==> src/rtl/trail_manager_pkg.sv <==
// Shared types for the assignment trail: trail entry layout, FSM states and counter widths.
package trail_manager_pkg;

  localparam int TRAIL_LVL_W = 16;
  localparam int TRAIL_VAR_W = 32;

  typedef struct packed {
    logic [TRAIL_VAR_W-1:0] vidx;
    logic                   value;
    logic                   is_decision;
  } trail_entry_t;

  typedef enum logic [1:0] {
    IDLE = 2'd0,
    POP  = 2'd1,
    DONE = 2'd2
  } trail_state_e;

endpackage

==> src/rtl/trail_manager_ram.sv <==
// Trail storage: one write port at the push slot, one combinational read port at the top entry.
module trail_manager_ram
  import trail_manager_pkg::*;
#(
  parameter int DEPTH = 16,
  parameter int AW    = $clog2(DEPTH)
) (
  input  logic                   clk,
  input  logic                   we,
  input  logic [AW-1:0]          waddr,
  input  trail_entry_t           wdata,
  input  logic [AW-1:0]          raddr,
  output logic [TRAIL_VAR_W-1:0] rd_var,
  output logic                   rd_dec
);

  trail_entry_t mem_q [DEPTH];

  always_ff @(posedge clk) begin
    if (we) mem_q[waddr] <= wdata;
  end

  assign rd_var = mem_q[raddr].vidx;
  assign rd_dec = mem_q[raddr].is_decision;

endmodule

==> src/rtl/trail_manager.sv <==
// Assignment trail for one solver core: records decisions/implications, echoes them to vde,
// and on backtrack pops one entry per cycle, emitting a clear for each popped variable.
module trail_manager
  import trail_manager_pkg::*;
#(
  parameter int MAX_VARS   = 16,
  parameter int MAX_LEVELS = 16,
  parameter int VAR_W      = TRAIL_VAR_W
) (
  input  logic                   clk,
  input  logic                   reset_n,
  input  logic                   clear_all,
  input  logic                   push_valid,
  output logic                   push_ready,
  input  logic [VAR_W-1:0]       push_var,
  input  logic                   push_value,
  input  logic                   push_is_decision,
  input  logic                   backtrack_valid,
  input  logic [TRAIL_LVL_W-1:0] backtrack_level,
  output logic                   backtrack_done,
  output logic                   busy,
  output logic                   assign_valid,
  output logic [VAR_W-1:0]       assign_var,
  output logic                   assign_value,
  output logic                   clear_valid,
  output logic [VAR_W-1:0]       clear_var,
  output logic [TRAIL_LVL_W-1:0] current_level,
  output logic [TRAIL_LVL_W-1:0] trail_count,
  output logic                   full,
  output logic                   overflow
);

  localparam int AW  = $clog2(MAX_VARS);
  localparam int LPW = $clog2(MAX_LEVELS + 1);
  localparam logic [TRAIL_LVL_W-1:0] MAX_VARS_C   = TRAIL_LVL_W'(MAX_VARS);
  localparam logic [TRAIL_LVL_W-1:0] MAX_LEVELS_C = TRAIL_LVL_W'(MAX_LEVELS);

  trail_state_e           state_q, state_d;
  logic [TRAIL_LVL_W-1:0] count_q, count_d;
  logic [TRAIL_LVL_W-1:0] level_q, level_d;
  logic [TRAIL_LVL_W-1:0] target_q, target_d;
  logic [TRAIL_LVL_W-1:0] bt_lvl_q, bt_lvl_d;
  logic [TRAIL_LVL_W-1:0] level_ptr_q [MAX_LEVELS+1];
  logic [TRAIL_LVL_W-1:0] level_ptr_d [MAX_LEVELS+1];
  logic                   overflow_q, overflow_d;
  logic                   assign_valid_q, assign_valid_d;
  logic [VAR_W-1:0]       assign_var_q, assign_var_d;
  logic                   assign_value_q, assign_value_d;

  logic                   ram_we;
  trail_entry_t           ram_wdata;
  logic [TRAIL_VAR_W-1:0] top_var;
  logic                   top_dec;
  logic                   push_attempt, push_bad, push_accept;
  logic                   var_ok, lvl_ok;
  logic [LPW-1:0]         bt_idx, dec_idx;

  assign full    = (count_q == MAX_VARS_C);
  assign var_ok  = (push_var != '0) && (push_var <= VAR_W'(MAX_VARS));
  assign lvl_ok  = !push_is_decision || (level_q != MAX_LEVELS_C);
  assign bt_idx  = LPW'(backtrack_level + 16'd1);
  assign dec_idx = LPW'(level_q + 16'd1);

  // A push is only considered when nothing with higher priority claims the cycle.
  assign push_attempt = push_valid && (state_q == IDLE) && !backtrack_valid && !clear_all;
  assign push_bad     = push_attempt && (full || !var_ok || !lvl_ok);
  assign push_accept  = push_attempt && !push_bad;

  assign push_ready     = reset_n && (state_q == IDLE) && !full && !backtrack_valid && !clear_all;
  assign busy           = (state_q == POP);
  assign clear_valid    = (state_q == POP) && !clear_all;
  assign clear_var      = clear_valid ? VAR_W'(top_var) : '0;
  assign backtrack_done = (state_q == DONE) && !clear_all;
  assign assign_valid   = assign_valid_q;
  assign assign_var     = assign_var_q;
  assign assign_value   = assign_value_q;
  assign current_level  = level_q;
  assign trail_count    = count_q;
  assign overflow       = overflow_q;

  assign ram_wdata = '{vidx: TRAIL_VAR_W'(push_var), value: push_value, is_decision: push_is_decision};

  trail_manager_ram #(.DEPTH(MAX_VARS), .AW(AW)) u_ram (
    .clk   (clk),
    .we    (ram_we),
    .waddr (count_q[AW-1:0]),
    .wdata (ram_wdata),
    .raddr (AW'(count_q - 16'd1)),
    .rd_var(top_var),
    .rd_dec(top_dec)
  );

  always_comb begin
    state_d        = state_q;
    count_d        = count_q;
    level_d        = level_q;
    target_d       = target_q;
    bt_lvl_d       = bt_lvl_q;
    level_ptr_d    = level_ptr_q;
    overflow_d     = overflow_q;
    assign_valid_d = 1'b0;
    assign_var_d   = assign_var_q;
    assign_value_d = assign_value_q;
    ram_we         = push_accept;

    if (clear_all) begin
      state_d    = IDLE;
      count_d    = '0;
      level_d    = '0;
      overflow_d = 1'b0;
    end else begin
      case (state_q)
        IDLE: begin
          overflow_d = overflow_q | push_bad;
          if (backtrack_valid) begin
            if (backtrack_level < level_q) begin
              target_d = level_ptr_q[bt_idx];
              bt_lvl_d = backtrack_level;
              state_d  = POP;
            end else begin
              state_d = DONE;
            end
          end else if (push_accept) begin
            count_d        = count_q + 16'd1;
            assign_valid_d = 1'b1;
            assign_var_d   = push_var;
            assign_value_d = push_value;
            if (push_is_decision) begin
              level_d              = level_q + 16'd1;
              level_ptr_d[dec_idx] = count_q;
            end
          end
        end
        POP: begin
          count_d = count_q - 16'd1;
          level_d = level_q - {15'd0, top_dec};
          if ((count_q - 16'd1) == target_q) begin
            level_d = bt_lvl_q;
            state_d = DONE;
          end
        end
        DONE:    state_d = IDLE;
        default: state_d = IDLE;
      endcase
    end
  end

  always_ff @(posedge clk or negedge reset_n) begin
    if (!reset_n) begin
      state_q        <= IDLE;
      count_q        <= '0;
      level_q        <= '0;
      target_q       <= '0;
      bt_lvl_q       <= '0;
      overflow_q     <= 1'b0;
      assign_valid_q <= 1'b0;
      assign_var_q   <= '0;
      assign_value_q <= 1'b0;
      for (int i = 0; i <= MAX_LEVELS; i++) level_ptr_q[i] <= '0;
    end else begin
      state_q        <= state_d;
      count_q        <= count_d;
      level_q        <= level_d;
      target_q       <= target_d;
      bt_lvl_q       <= bt_lvl_d;
      overflow_q     <= overflow_d;
      assign_valid_q <= assign_valid_d;
      assign_var_q   <= assign_var_d;
      assign_value_q <= assign_value_d;
      level_ptr_q    <= level_ptr_d;
    end
  end

endmodule

==> config.mk <==
export PLATFORM = sky130hd
export DESIGN_NAME = trail_manager
export DESIGN_NICKNAME = d
export VERILOG_FILES = /design/src/rtl/trail_manager_pkg.sv /design/src/rtl/trail_manager_ram.sv /design/src/rtl/trail_manager.sv
export SDC_FILE = /design/constraint.sdc
export NUM_CORES = 1
export LEC_CHECK = 0
export CAP_MARGIN = 10
export CORE_MARGIN = 3
export CORE_UTILIZATION = 32
export DETAILED_ROUTE_END_ITERATION = 12
export SLEW_MARGIN = 20
export SYNTH_ARGS = -nofsm -noshare
export SYNTH_HDL_FRONTEND = slang
export SYNTH_SLANG_ARGS = --single-unit
==> constraint.sdc <==
create_clock -name clk -period 9.48 [get_ports clk]
set_input_delay 2.844 -clock clk [delete_from_list [all_inputs] [get_ports clk]]
set_output_delay 2.844 -clock clk [all_outputs]
set_load 0.1 [all_outputs]
; ---- Word level (Yosys, flattened, before mapping)
; Memory sizes are Yosys's and may differ from the RTL's.
; Cells that the tools add are included.
[word_totals]
ff_bits = 373
n_memories = 1
ram_bits = 544
wordCells = 114
in_bits = 55
[classes]
magnitude_cmp = 5
n_reduce_logical = 33
n_mux = 29
addsub = 5
n_eq_ne = 10
bitwise_logic = 5
[mem_list]
columns = name, depth, width, rd, rd_clocked_by_memory_dff, write_ports, line_no
row1 = u_ram.mem_q, 16, 34, 1, 0, 1, trail_manager_ram.sv:17  ; trail_entry_t mem_q [DEPTH];
[ops]
columns = operator, n
row1 = bitwise mux 272 bit, 1
row2 = two-way mux 16 bit, 11
row3 = binary-select mux 16 bit (select 5 bit), 1
row4 = demux 16 bit (select 5 bit), 1
row5 = one-hot mux 16 bit (2 select lines), 2
row6 = adder 16 x 1 -> 16 bit (second input constant), 2
row7 = less-or-equal comparator 32 x 5 -> 1 bit (second input constant), 1
row8 = two-way mux 32 bit, 1
row9 = nonzero test 32 bit, 1
row10 = equality test 16 bit, 1
row11 = equality test 16 x 5 -> 1 bit (second input constant), 1
row12 = < comparator 16 bit, 1
row13 = inequality test 16 x 5 -> 1 bit (second input constant), 1
row14 = subtractor 16 x 1 -> 16 bit, 1
row15 = subtractor 16 x 1 -> 16 bit (second input constant), 1
row16 = logical AND 1 bit, 13
row17 = greater-or-equal comparator 6 bit (second input constant), 2
row18 = inequality test 3 bit (second input constant), 4
row19 = NOT 5 -> 6 bit, 2
row20 = AND reduction 4 bit, 3
row21 = two-way mux 2 bit, 4
row22 = zero test 1 bit, 7
row23 = two-way mux 1 bit, 7
row24 = < comparator 6 x 1 -> 1 bit (second input constant), 1
row25 = 14 further kinds, 17

; ---- Longest topological paths before layout
[depth]
depth_word = 12
mapped_depth = 20
depth_no_buf = 14

; ---- Modules after synthesis
; From an unflattened synthesis, not the netlist that was laid out.
[unflattened]
hier_cells = 2355
area_unflattened_um2 = 38806.0
[modules_own_cells]
columns = module, cells_per_inst, area_per_inst_um2, instances, seq_area_each_um2
row1 = trail_manager_ram, 831, 19969.2, 1, 15855.2
row2 = trail_manager, 1524, 18836.8, 1, 9334.0

; ---- Worst setup path after synthesis
; No wires, ideal clock.
[synth_path]
kind = flip-flop to output port
start = register count_q[0], in the netlist trail_count[0]
end = output port clear_var[0]
arrival_ns = 6.518
slack_ns = 0.118
required_ns = 6.636
path_stages_with_launch = 13
path_buffers = 7
cell_sequence = dfrtp_1 clkbuf_1 clkbuf_1 buf_1 inv_1 clkbuf_1 ha_1 clkbuf_1 clkbuf_1 clkbuf_1 mux4_2 mux2i_1 a211oi_1
[synth_via]
elab_chain_cells = 3
[synth_rtl]
columns = element, line_no
row1 = start: declaration, trail_manager.sv:39  ; logic [TRAIL_LVL_W-1:0] count_q, count_d;
row2 = start signal: assignment, trail_manager.sv:162  ; count_q <= count_d;
row3 = subtractor 16 x 1 -> 16 bit, -
row4 = memory read (16 x 34 bit), -
row5 = two-way mux 32 bit, trail_manager.sv:72  ; assign clear_var = clear_valid ? VAR_W'(top_var) : '0;
row6 = end: declaration, trail_manager.sv:26  ; output logic [VAR_W-1:0] clear_var,
; No other way between the ends.

; ---- Worst setup path after layout
[layout_path]
start = register count_q[0], in the netlist trail_count[0]
end = output port clear_var[31]
; Same word-level chain as after synthesis.

==> results.toml <==
[synth]
seq_area_frac_synth = 0.646
synthSimpleGateAreaFrac = 0.0659
synth_ff_type = "edfxtp_1"
muxShareOfSynthArea = 0.201
synth_warnings = 0
synth_area_leaders = "edfxtp_1, dfrtp_1, mux4_2, mux2_2, mux2_1"
synthAdderAreaFrac = 0.00899
syn_inst = 2390
synth_nets = 2473
synth-edff-count = 528
synth-async-reset-ratio = 0.414
synth.cell_area_um2 = 39000
synth_top_area_frac = 0.407
synth_cell_type_count = 73
synth_area_per_cell_um2 = 16.3
ys_ff_latch = 901
synth-compound-area-share = 0.0418
synth_top_family_by_area = "multiplexers"
synth_top_area_cell = "edfxtp_1"
synth_xor_area_frac = 0.0117

[worst_setup_path]
crit_path_max_incr_delay_ps = 930
path_max_fanout = 44
worstSetupStartpointType = "register"
cp_common_cell = "buf_4"
cp_top_family = "buffers and inverters"
crit_arrival_ps = 5170
end_kind = "output port"
cp_num_buf_inv = 3
slowest_stage = "ha_4"
cp.required_ps = 6640
worst-setup-path-type = "reg -> out"
cp_cell_sequence = "inv_1 > ha_4 > buf_4 > mux4_2 > mux2i_1 > a211oi_1 > buf_4"

[timing]
setup_viol = 0
tightestPinTransition_ps = 1140
max_freq_mhz = 125
rsz0062_at_grt = "false"
hold_viol = 0
tns_ps = 0
skew_ps = 28.1
min_period_over_period = 0.845
slew_headroom = 0.237
slew_violations = 0
post-route-min-period_ps = 8010

[pwr]
p_leak_nw = 16.9
power_mw = 9.54
vdd_ir_drop_max_mv = 0.134
powerDensity_nw_per_um2 = 210

[cells_and_area]
fillers = 11300
stdcell_count = 4221
utilization = 0.377
area_delta_synth_final_pct = 16.5
drive_gt1_frac = 0.265
layout.nets = 2618
stdcell_area_um2 = 45400

[global_routing]
grt.overflow.total = 0
grt_first_pass_wirelength_um = 149000
first_global_vias = 22000
grt.total_usage = 0.156
grt_max_degree = 98
antenna_found_initial = 3

[place]
port_buffers = 158
dp_hpwl_um = 58500
placed_cells = 4051
gp_congestion = 0.800
place_area_um2 = 42200

[route]
via_per_inst = 5.12
dr.pass1.iters = 7
initialDrtViolationCount = 1700
drc = 0
ant_nets = 0
wl_per_cell_um = 23.5
via_count = 21600
routed_wl_um = 99200

[clocking]
clk_pin_slew_ps = 60
cts_sinks = 901
h-tree-depth = 3
clockBufferDepth = 3
postCtsSetupBuffers = 0
cts_tree = "built"
cts-root-buf = "clkbuf_16"
clkLatencyLatePin_ps = 660
cts_buffers = 94
cts_hold_buf = 0
post_cts_resize_count = 0

[floorplan]
ios = 159
initial_utilization = 0.323
dieArea_um2 = 126000
die-height_um = 355
dieWidth_um = 355
core_area_um2 = 120000
rows = 127

[outcome]
status = "complete, no violations"

[worst_hold_path]
hold_path_class = "reg -> reg"

[job]
drv_cap = 0
-- area by class of cell --
cell class / count / area (µm²) / area share
diodes: 1 / 2.50 / 0.0000551
inverters: 31 / 116 / 0.00256
clock inverters: 50 / 572 / 0.0126
clock buffers: 119 / 2570 / 0.0566
repair buffers: 213 / 1930 / 0.0426
well taps: 1612 / 2020 / 0.0444
flip-flops and latches: 901 / 25200 / 0.555
multi-input cells: 1294 / 13000 / 0.286
-- Yosys cell counts, types with 14 or more instances --
cell	count
mux2_4	36
mux2_1	60
mux2_2	163
buf_1	23
dfrtp_1	373
o21ai_0	64
mux2i_1	44
nand3_1	54
a21oi_1	48
clkbuf_1	108
nand2_1	150
and2_1	40
nor2b_1	35
inv_1	29
nand3_4	17
nor3_1	26
ha_1	28
xnor2_1	38
a211oi_1	77
mux4_2	193
a32oi_1	17
edfxtp_1	528
nor2_1	70
xor2_1	14
nor4_1	18
-- registers in the layout (all words and copies together) (netlist names) --
register       count
assign_var        32
u_ram.mem_q      528
target_q          16
assign_value       1
level_ptr_q      272
overflow           1
trail_count       16
assign_valid       1
current_level     16
state_q            2
bt_lvl_q          16
-- worst register-to-register path, delay by kind of cell, from the launching register on --
family	cells	cell delay, ps
buf+inv	2	1210
simple gates	4	900
mux	2	610
fa+ha+maj	3	1470
compound gates	2	330
flops	1	910
xor+xnor	1	90
-- path summary, 6_finish.rpt --
kind                                startpoint  depth (start not counted)  slack (ps)           endpoint
worst max-delay path            trail_count[0]                          7        1470      clear_var[31]
worst min-delay path              assign_value                          2         470       assign_value
worst max register to register  trail_count[0]                         14        3880  current_level[12]
worst min register to register    assign_value                          2         470       assign_value
max in group asynchronous              reset_n                          3        5220      assign_var[8]
min in group asynchronous              reset_n                          1        2170    level_ptr_q[59]
-- cell usage in the layout (no fill, tap or decap), types with 7 or more instances in the layout --
cell,count
o21ai_0,64
clkbuf_16,95
xnor2_1,34
mux2_1,60
mux4_2,193
nor2b_1,35
clkinv_2,10
ha_1,26
dfrtp_1,372
a21o_1,7
a32oi_1,17
bufinv_16,10
a211oi_1,77
clkinv_1,17
mux2_4,36
and2_1,28
mux2_2,163
clkbuf_1,14
nor3_1,26
nor4_1,18
nand2_1,150
edfxtp_1,528
and2_2,12
nor2_1,69
xor2_1,11
inv_1,29
or3_1,12
buf_4,90
nand4_1,12
nand3_4,17
clkdlybuf4s50_1,117
mux2i_1,44
nand3_1,54
clkbuf_8,10
a21oi_1,48
-- cell families after synthesis --
| group | after synthesis |
|---|---|
| simple gates | 470 |
| flops | 901 |
| compound gates | 248 |
| xor+xnor | 52 |
| fa+ha+maj | 28 |
| buf+inv | 195 |
| mux | 496 |
-- metal layers --
metal | GRT usage | up-vias | wire (µm)
met2 | 0.241 | 588 | 45300
li1 | - | 9501 | -
met3 | 0.0296 | 133 | 5920
met1 | 0.227 | 11400 | 46000
met4 | 0.0384 | 0 | 1980
met5 | 0 | - | 0
-- report_power, final --
| part | switching, mW | internal (mW) |
|---|---|---|
| registers | 0.0864 | 4.24 |
| logic | 0.916 | 0.547 |
| clock network | 1.56 | 2.19 |
| total | 2.56 | 6.98 |
-- stage by stage --
| step | hold WS (ps) | setup slack (ps) |
|---|---|---|
| 5_1_grt | 494 | 1070 |
| 3_3_place_gp | 454 | 1550 |
| 3_5_place_dp | 465 | 1600 |
| 6_report | 470 | 1470 |
| 2_1_floorplan | 444 | 118 |
| 4_1_cts | 479 | 1290 |
Power figures use the tool's default switching activity.
